`src/rtl/seq_pkg.sv`:
```
// Shared definitions for the serial scan controller and its bench.
// Holds the controller state encoding, default widths and the pattern
// recognised by the neighbouring fsm_detector ("10001", MSB first).
package seq_pkg;

  localparam int unsigned DEF_WORD_W = 16;
  localparam int unsigned DEF_CNT_W  = 5;

  // Serial pattern the detector ticks on; the last '1' is the tick bit.
  localparam logic [4:0] DET_PATTERN = 5'b10001;

  typedef enum logic [1:0] {
    ST_IDLE  = 2'd0,
    ST_SHIFT = 2'd1,
    ST_HOLD  = 2'd2
  } state_e;

endpackage

```
`src/rtl/seq_scan_ctrl_if.sv`:
```
// Word-in / result-out handshake bundle of seq_scan_ctrl.
//  in_valid/in_ready/in_data            : word source -> controller
//  out_valid/out_ready/out_count/mask   : controller -> result sink
// master = source/sink side, slave = controller side.
interface seq_scan_ctrl_if
  import seq_pkg::*;
#(
  parameter int unsigned WORD_W = DEF_WORD_W,
  parameter int unsigned CNT_W  = DEF_CNT_W
);

  logic              in_valid;
  logic              in_ready;
  logic [WORD_W-1:0] in_data;
  logic              out_valid;
  logic              out_ready;
  logic [CNT_W-1:0]  out_count;
  logic [WORD_W-1:0] out_hit_mask;

  modport master (
    output in_valid, in_data, out_ready,
    input  in_ready, out_valid, out_count, out_hit_mask
  );

  modport slave (
    input  in_valid, in_data, out_ready,
    output in_ready, out_valid, out_count, out_hit_mask
  );

endinterface

```
`src/rtl/seq_piso.sv`:
```
// Loadable MSB-first parallel-in/serial-out shift register.
//  clk, reset  : clock, async active-high reset
//  load        : capture load_data, bit_idx <= WORD_W-1 (wins over shift)
//  shift       : shift left by one, bit_idx decrements (stops at 0)
//  msb         : current serial bit (register MSB)
//  bit_idx     : original word position of the bit currently on msb
//  last        : bit_idx == 0
module seq_piso #(
  parameter int unsigned WORD_W = 16
) (
  input  logic                      clk,
  input  logic                      reset,
  input  logic                      load,
  input  logic                      shift,
  input  logic [WORD_W-1:0]         load_data,
  output logic                      msb,
  output logic [$clog2(WORD_W)-1:0] bit_idx,
  output logic                      last
);

  localparam int unsigned IDX_W = $clog2(WORD_W);

  logic [WORD_W-1:0] shreg_q, shreg_d;
  logic [IDX_W-1:0]  idx_q, idx_d;

  // Next shift register / index
  always_comb begin
    shreg_d = shreg_q;
    idx_d   = idx_q;
    if (load) begin
      shreg_d = load_data;
      idx_d   = IDX_W'(WORD_W - 1);
    end else if (shift) begin
      shreg_d = {shreg_q[WORD_W-2:0], 1'b0};
      if (idx_q != '0) begin
        idx_d = idx_q - IDX_W'(1);
      end
    end
  end

  always_ff @(posedge clk or posedge reset) begin
    if (reset) begin
      shreg_q <= '0;
      idx_q   <= '0;
    end else begin
      shreg_q <= shreg_d;
      idx_q   <= idx_d;
    end
  end

  assign msb     = shreg_q[WORD_W-1];
  assign bit_idx = idx_q;
  assign last    = (idx_q == '0);

endmodule

```
`src/rtl/seq_scan_ctrl.sv`:
```
// Feeds parallel words MSB-first into the serial "10001" detector, owns the
// detector reset and returns per-word tick count and hit mask.
//  clk, reset  : clock, async active-high reset
//  bus (slave) : in_valid/in_ready/in_data word source,
//                out_valid/out_ready/out_count/out_hit_mask result sink
//  det_seq     : serial bit to detector
//  det_clr     : detector reset, high whenever the FSM is not in SHIFT
//  det_tick    : detector tick for the current det_seq bit
module seq_scan_ctrl
  import seq_pkg::*;
#(
  parameter int unsigned WORD_W = DEF_WORD_W,
  parameter int unsigned CNT_W  = DEF_CNT_W
) (
  input  logic           clk,
  input  logic           reset,
  seq_scan_ctrl_if.slave bus,
  output logic           det_seq,
  output logic           det_clr,
  input  logic           det_tick
);

  localparam int unsigned      IDX_W   = $clog2(WORD_W);
  localparam logic [CNT_W-1:0] CNT_MAX = '1;

  state_e            state_q, state_d;
  logic [CNT_W-1:0]  count_q, count_d;
  logic [WORD_W-1:0] mask_q, mask_d;
  logic              out_valid_q, out_valid_d;
  logic [CNT_W-1:0]  out_count_q, out_count_d;
  logic [WORD_W-1:0] out_mask_q, out_mask_d;
  logic              det_clr_q, det_clr_d;
  logic              in_ready_q, in_ready_d;

  logic              shifting, last_bit, slot_free, in_ready_c, accept, tick_v;
  logic              piso_msb, piso_last;
  logic [IDX_W-1:0]  bit_idx;
  logic [CNT_W-1:0]  count_inc;
  logic [WORD_W-1:0] mask_inc;

  seq_piso #(.WORD_W(WORD_W)) u_piso (
    .clk       (clk),
    .reset     (reset),
    .load      (accept),
    .shift     (shifting),
    .load_data (bus.in_data),
    .msb       (piso_msb),
    .bit_idx   (bit_idx),
    .last      (piso_last)
  );

  // Handshake and per-bit accumulation; the registered in_ready covers IDLE,
  // the combinational term lets a new word follow the last bit with no bubble.
  always_comb begin
    shifting   = (state_q == ST_SHIFT);
    last_bit   = shifting & piso_last;
    slot_free  = ~out_valid_q | bus.out_ready;
    in_ready_c = in_ready_q | (last_bit & slot_free);
    accept     = bus.in_valid & in_ready_c;
    tick_v     = shifting & det_tick;
    count_inc  = (tick_v && (count_q != CNT_MAX)) ? count_q + CNT_W'(1) : count_q;
    mask_inc   = mask_q;
    if (tick_v) begin
      mask_inc = mask_q | (WORD_W'(1) << bit_idx);
    end
  end

  // Next-state and output-register logic
  always_comb begin
    state_d     = state_q;
    count_d     = count_q;
    mask_d      = mask_q;
    out_valid_d = out_valid_q;
    out_count_d = out_count_q;
    out_mask_d  = out_mask_q;

    if (out_valid_q && bus.out_ready) begin
      out_valid_d = 1'b0;
    end

    unique case (state_q)
      ST_IDLE: begin
        if (accept) begin
          state_d = ST_SHIFT;
          count_d = '0;
          mask_d  = '0;
        end
      end
      ST_SHIFT: begin
        count_d = count_inc;
        mask_d  = mask_inc;
        if (last_bit) begin
          if (slot_free) begin
            out_valid_d = 1'b1;
            out_count_d = count_inc;
            out_mask_d  = mask_inc;
            if (accept) begin
              state_d = ST_SHIFT;
              count_d = '0;
              mask_d  = '0;
            end else begin
              state_d = ST_IDLE;
            end
          end else begin
            // Sink still full: park the finished result internally
            state_d = ST_HOLD;
          end
        end
      end
      ST_HOLD: begin
        if (bus.out_ready) begin
          out_valid_d = 1'b1;
          out_count_d = count_q;
          out_mask_d  = mask_q;
          state_d     = ST_IDLE;
        end
      end
      default: begin
        state_d = ST_IDLE;
      end
    endcase

    det_clr_d  = (state_d != ST_SHIFT);
    in_ready_d = (state_d == ST_IDLE);
  end

  always_ff @(posedge clk or posedge reset) begin
    if (reset) begin
      state_q     <= ST_IDLE;
      count_q     <= '0;
      mask_q      <= '0;
      out_valid_q <= 1'b0;
      out_count_q <= '0;
      out_mask_q  <= '0;
      det_clr_q   <= 1'b1;
      in_ready_q  <= 1'b0;
    end else begin
      state_q     <= state_d;
      count_q     <= count_d;
      mask_q      <= mask_d;
      out_valid_q <= out_valid_d;
      out_count_q <= out_count_d;
      out_mask_q  <= out_mask_d;
      det_clr_q   <= det_clr_d;
      in_ready_q  <= in_ready_d;
    end
  end

  assign bus.in_ready     = in_ready_c;
  assign bus.out_valid    = out_valid_q;
  assign bus.out_count    = out_count_q;
  assign bus.out_hit_mask = out_mask_q;
  assign det_seq          = piso_msb;
  assign det_clr          = det_clr_q;

endmodule
```
`src/flat_wrapper.sv`:
```
// flat-port wrapper written by rule: the top's interface ports become plain ports
module seq_scan_ctrl_flat import seq_pkg::*;
#(
  parameter int unsigned WORD_W = DEF_WORD_W,
  parameter int unsigned CNT_W  = DEF_CNT_W
)
  (clk, reset, det_seq, det_clr, det_tick, bus_in_valid, bus_in_data, bus_out_ready, bus_in_ready, bus_out_valid, bus_out_count, bus_out_hit_mask);
  seq_scan_ctrl_if #(.WORD_W(WORD_W), .CNT_W(CNT_W)) bus_i ();
  input  logic clk;
  input  logic reset;
  output logic det_seq;
  output logic det_clr;
  input  logic det_tick;
  input wire logic [$bits(bus_i.in_valid)-1:0] bus_in_valid;
  input wire logic [$bits(bus_i.in_data)-1:0] bus_in_data;
  input wire logic [$bits(bus_i.out_ready)-1:0] bus_out_ready;
  output wire logic [$bits(bus_i.in_ready)-1:0] bus_in_ready;
  output wire logic [$bits(bus_i.out_valid)-1:0] bus_out_valid;
  output wire logic [$bits(bus_i.out_count)-1:0] bus_out_count;
  output wire logic [$bits(bus_i.out_hit_mask)-1:0] bus_out_hit_mask;
  assign bus_i.in_valid = bus_in_valid;
  assign bus_i.in_data = bus_in_data;
  assign bus_i.out_ready = bus_out_ready;
  assign bus_in_ready = bus_i.in_ready;
  assign bus_out_valid = bus_i.out_valid;
  assign bus_out_count = bus_i.out_count;
  assign bus_out_hit_mask = bus_i.out_hit_mask;
  seq_scan_ctrl #(.WORD_W(WORD_W), .CNT_W(CNT_W)) u_core (.clk(clk), .reset(reset), .bus(bus_i), .det_seq(det_seq), .det_clr(det_clr), .det_tick(det_tick));
endmodule
```
`config.mk`:
```
export PLATFORM = sky130hd
export DESIGN_NAME = seq_scan_ctrl_flat
export DESIGN_NICKNAME = d
export VERILOG_FILES = /design/src/rtl/seq_pkg.sv /design/src/rtl/seq_scan_ctrl_if.sv /design/src/rtl/seq_piso.sv /design/src/rtl/seq_scan_ctrl.sv /design/src/flat_wrapper.sv
export SDC_FILE = /design/constraint.sdc
export NUM_CORES = 1
export LEC_CHECK = 0
export ABC_AREA = 1
export CAP_MARGIN = 5
export CORE_ASPECT_RATIO = 1.5
export CORE_MARGIN = 2
export CORE_UTILIZATION = 55
export DETAILED_ROUTE_END_ITERATION = 16
export PLACE_DENSITY = 0.91
export SYNTH_ARGS = -nofsm -noshare
export SYNTH_HDL_FRONTEND = slang
export SYNTH_SLANG_ARGS = --single-unit
```
`constraint.sdc`:
```
create_clock -name clk -period 6.05 [get_ports clk]
set_input_delay 1.21 -clock clk [delete_from_list [all_inputs] [get_ports clk]]
set_output_delay 1.21 -clock clk [all_outputs]
set_load 0.01 [all_outputs]
```
### Yosys cells after proc, flatten, opt, wreduce, memory -nomap -nowiden

Index checks and enable logic that the tools add are counted.

| cells by class | value |
|---|---|
| reduce and logical (&&, ||, !) cells | 13 |
| muxes and demuxes | 36 |
| shift operators | 1 |
| $add $sub $neg | 2 |
| bitwise gates (word level) | 8 |
| equality and inequality tests | 8 |

Operator list:

| cell | number |
|---|---|
| $mux W16 | 10 |
| $pmux W16 S2 | 2 |
| $mux W5 | 8 |
| $pmux W5 S2 | 2 |
| $or A16 B16 Y16 | 1 |
| $shl A1 B4 Y16 const A | 1 |
| $mux W4 | 3 |
| $mux W2 | 4 |
| $reduce_bool A2 Y1 | 4 |
| $ne A2 B2 Y1 const B | 3 |
| $pmux W2 S3 | 1 |
| $add A5 B1 Y5 const B | 1 |
| $mux W1 | 5 |
| $ne A5 B5 Y1 const B | 1 |
| $and A1 B1 Y1 | 4 |
| $logic_not A2 Y1 | 2 |
| $logic_not A4 Y1 | 1 |
| $ne A2 B1 Y1 const B | 2 |
| $reduce_and A2 Y1 | 2 |
| $reduce_and A4 Y1 | 1 |
| $reduce_bool A4 Y1 | 1 |
| $sub A4 B1 Y4 const B | 1 |
| $eq A2 B1 Y1 const B | 1 |
| $eq A2 B2 Y1 const B | 1 |
| other kinds (4) | 6 |

| word-level totals | value |
|---|---|
| register bits | 67 |
| word-level logic and storage cells | 78 |
| bits of input ports | 21 |
| output and inout port bits | 25 |

### Depth between registers and ports, before layout

| logic depth | value |
|---|---|
| depth after elaboration | 10 |
| gate-level depth with buffers | 12 |
| depth with buffers taken out | 10 |

### Cells and area by module

A second synthesis with hierarchy kept.

| unflattened totals | value |
|---|---|
| cell total of the unflattened synthesis | 404 |
| area, all modules | 3,455.8 um^2 |

By module, submodules not included:

| module | cells each | instances | seq. area each (um^2) | area an instance (um^2) |
|---|---|---|---|---|
| seq_scan_ctrl | 294 | 1 | 1,177.4 | 2,422.3 |
| seq_piso | 110 | 1 | 500.5 | 1,033.5 |

### Worst setup path after synthesis

OpenSTA, ideal clock, no wires.

| path | value |
|---|---|
| kind | in2out |
| start | input port bus_out_ready |
| end | output port bus_in_ready |
| stages on the path | 4 |
| buffers on the path | 0 |
| arrival | 1.558 ns |
| data required time | 4.840 ns |
| path slack | 3.282 ns |
| cells stage by stage | inv_1 nand2_1 nand4_1 nand2_1 |

| on the way | value |
|---|---|
| longest elaborated chain between the ends | 3 |

Ends and longest elaborated chain:

| what | line | text |
|---|---|---|
| from (decl) | flat_wrapper.sv:16 | `input wire logic [$bits(bus_i.out_ready)-1:0] bus_out_ready;` |
| $or A1 B1 Y1 | seq_scan_ctrl.sv:57 | `slot_free = ~out_valid_q \| bus.out_ready;` |
| $and A1 B1 Y1 | seq_scan_ctrl.sv:58 | `in_ready_c = in_ready_q \| (last_bit & slot_free);` |
| $or A1 B1 Y1 | seq_scan_ctrl.sv:58 |  |
| to (decl) | flat_wrapper.sv:17 | `output wire logic [$bits(bus_i.in_ready)-1:0] bus_in_ready;` |

No other way between the ends.

### Worst setup path after layout

Same ends and word-level chain as after synthesis.

==> impl_results.md <==
- Routed wire length per instance: 13.3 microns
- Element type at the critical path start: input port
- Share of cells above drive strength 1: under 10%
- Post-CTS setup-driven buffer insertion count: 0
- Max-cap violations: 0
- Share of flip-flops with an asynchronous set or reset: 100%
- Hold Crit Endpoint: u_core.bus.out_hit_mask[7]
- Reg2Reg Capture Point: u_core.bus.out_count[3]
- Setup TNS: 0 ns
- Setup-failing EPs final: 0
- Overall track demand over capacity in global routing: roughly a quarter
- Fraction of the cycle the final worst path needs: roughly two thirds
- Core Box Area: between 6000 and 7000 sq um
- Mean instance size in the synthesized netlist: around 7.8 sq um
- Total chip power: roughly 1.9 mW
- Clock Tree Root: clkbuf_8
- RSZ-0062 raised after global routing: no
- Status: complete, no violations
- Clock network fraction of design power: 24.6%
- Post-detailed-route via-to-cell ratio: approximately 5.3
- Fraction of post-synthesis cell area in the top cell type by area: 47.3%
- Commonest non-fill, non-tap cell in the layout: nand2_1
- Via count: between 3000 and 4000
- Count of filler cells inserted in the layout: between 400 and 500
- Deepest clock path buffer count: 2
- Final worst slack: approximately 2.1 ns
- Worst EP required: 4.84 ns
- Standby leakage power: 2.17 nW
- GPL Wtd Cong: between 0.8 and 0.9
- Hold buffer count at CTS: 0
- CP endpoint kind: output pin
- Number of sinks handled by clock tree synthesis: between 60 and 70
- Number of instances in the placed design: between 500 and 600
- Final Hold Fails: 0
- Overall die height: slightly above 100 microns
- Min-Delay Path Depth: 2
- Number of nets in the synthesized netlist: 481
- Actual slew at the worst max-slew pin: ~1.0 ns
- Sequential cell area fraction in the yosys report: 48.0%
- Peak ir drop on the vdd network: about 390 uV
- Sequential share of power: 35.2%
- Vias in the first global route: 3173
- Post-layout min period: roughly 4 ns
- Worst Hold Margin: 0.477 ns
- Top flip-flop cell by instance count after synthesis: dfrtp_1
- Slew Limit Headroom: between 30% and 40%
- Top cells by area in the synthesized netlist: dfrtp_1, nand2_1, inv_1, o21ai_0, nand3_1
- Maximum number of pins on one net before global-route repair: 68
- Clock buffer count from CTS: 9
- Initial DRT Pass Iterations: 4
- Cell-internal power: about 1.1 mW
- Antenna violations before repair: 0
- Cell Area, Synth: roughly 3500 sq um
- Worst reg2reg path depth: 9
- Number of DRC markers after the initial detailed-route iteration: between 200 and 300
- Quantity of gates resized following cts: 0
- Worst hold path class: flip-flop to flip-flop
- Final max-slew violation count: 0
- Unique masters post-synth: 34
- Global-route wire length before repair: about 14000 microns
- Hold_sp: u_core.bus.out_hit_mask[7]
- Antenna Nets Post-Route: 0
- Die outline area: approximately 7000 sq um
- Initial core utilization: a little under three fifths
- Num ports: 46
- HPWL after DPL: 5110 microns
- Antenna diode instance count: 0
- Register clock-pin slew on the reported worst setup and hold paths: about 0.06 ns
- Die width: roughly 70 microns
- Global route overflow: 0
- Post-Route WL: 7530 microns
- Commonest non-fill, non-tap cells in the layout: nand2_1, inv_1, dfrtp_1
- Post-layout net count: around 520
- Net switching power of the design: ~0.74 mW
- Syn Inst Count: ~450
- Arrival time of the worst setup path: 2.72 ns
- Max Freq: 0.254 GHz
- Synth area leader: dfrtp_1
- Fin cells: between 500 and 600
- Combinational fraction of design power: between 40% and 50%
- Maximum net fanout on the critical path: 5
- Register-to-register setup slack: approximately 3.2 ns
- EDFF count, synth: 0
- Power per unit of standard cell area: 445 nW/um^2
- Number of remaining DRC errors: 0
- Startpoint-to-endpoint class of the critical path: input port to output pin
- H-Tree Depth: 3
- FF+latch count, synth: 67
- Post-Place Worst Slack: 2.15 ns
- Net switching share of the total power: between 30 and 40%
- Rows: 35
- CTS tree: done
- Worst setup skew after layout: 0.0133 ns
- Worst R2R Start: u_core.state_q[1]
- Warnings, synthesis: 0
- Synthesis-to-finish area growth: 19.2%
- Clock latency of the later-clocked register in the worst-skew pair: 0.36 ns
- Port-buffer cells: 45
-- power by group through the flow --
stage	Combinational (mW)	Sequential, mW	Clock, mW
2_1_floorplan	0.575	0.653	0
3_3_place_gp	0.710	0.653	0
3_5_place_dp	0.742	0.660	0
4_1_cts	0.746	0.652	0.460
5_1_grt	0.850	0.666	0.483
6_report	0.745	0.653	0.455
-- cell usage after synthesis (2+ instances only) --
| library cell | number |
|---|---|
| nor2_1 | 9 |
| nand2_1 | 148 |
| o211ai_1 | 2 |
| inv_1 | 70 |
| a21oi_1 | 23 |
| ha_1 | 11 |
| nand2_2 | 2 |
| clkbuf_1 | 5 |
| nor2_2 | 4 |
| buf_2 | 4 |
| buf_6 | 6 |
| inv_2 | 2 |
| nand4_1 | 3 |
| xor2_1 | 4 |
| nor3_1 | 2 |
| nand3_1 | 28 |
| buf_4 | 3 |
| o21ai_1 | 4 |
| dfrtp_1 | 66 |
| o21ai_0 | 39 |
-- worst max-delay path: stages --
cell and delay [ns]:
clkdlybuf4s50_1 0.53, inv_1 0.06, nand2_1 0.14, nand4_1 0.11
nand2_1 0.13, clkdlybuf4s50_1 0.56
-- how the worst max path moves through the flow --
stage / start / end / depth (start not counted)
2_1_floorplan: reset / u_core.bus.out_count[0] / 1
3_3_place_gp: bus_out_ready / bus_in_ready / 6
3_5_place_dp: bus_out_ready / bus_in_ready / 6
4_1_cts: bus_out_ready / bus_in_ready / 6
5_1_grt: bus_out_ready / bus_in_ready / 6
6_report: bus_out_ready / bus_in_ready / 6
-- registers in the layout (all words and copies together) (netlist names) --
name	cells
u_core.mask_q	16
u_core.in_ready_q	1
u_core.count_q	5
u_core.det_clr	1
u_core.state_q	2
u_core.bus.out_count	5
u_core.bus.out_valid	1
u_core.u_piso.bit_idx	4
u_core.bus.out_hit_mask	16
u_core.u_piso.shreg_q	16
-- layout make-up --
class / count / area (sq um) / share of cell area [%]
multi-input combinational: 290 / 1410 / 33.8
clock inverter: 6 / 114 / 2.73
tap: 74 / 92.6 / 2.22
clock buffer: 10 / 128 / 3.06
sequential: 67 / 1680 / 40.3
inverter: 74 / 280 / 6.73
timing repair buffer: 47 / 465 / 11.2
-- metrics by stage --
stage	cell area [sq um]	util, %
2_1_floorplan	3490	-
3_3_place_gp	3920	64.0
3_5_place_dp	3920	64.0
4_1_cts	4160	67.9
5_1_grt	4160	67.9
6_report	4160	67.9
-- layer usage --
metal / vias up / wire length [microns] / global-route usage, %
met3: 17 / 437 / 7.06
met2: 107 / 4020 / 43.2
li1: 1471 / - / -
met5: - / 0 / 0
met4: 0 / 168 / 13.0
met1: 1434 / 2900 / 25.7
-- cell families (layout without fill, tap and decap cells) --
| group | Yosys count | in the layout | synth area share, % |
|---|---|---|---|
| AND/OR/NAND/NOR | 202 | 202 | 24.1 |
| buffers and inverters | 92 | 137 | 11.7 |
| AO/OA/AOI/OAI | 73 | 73 | 11.2 |
| flip-flops | 67 | 67 | 48.0 |
| adder cells (fa/ha/maj) | 11 | 11 | 3.94 |
| XOR/XNOR | 4 | 4 | 1.00 |
(Power assumes the default switching activity.)
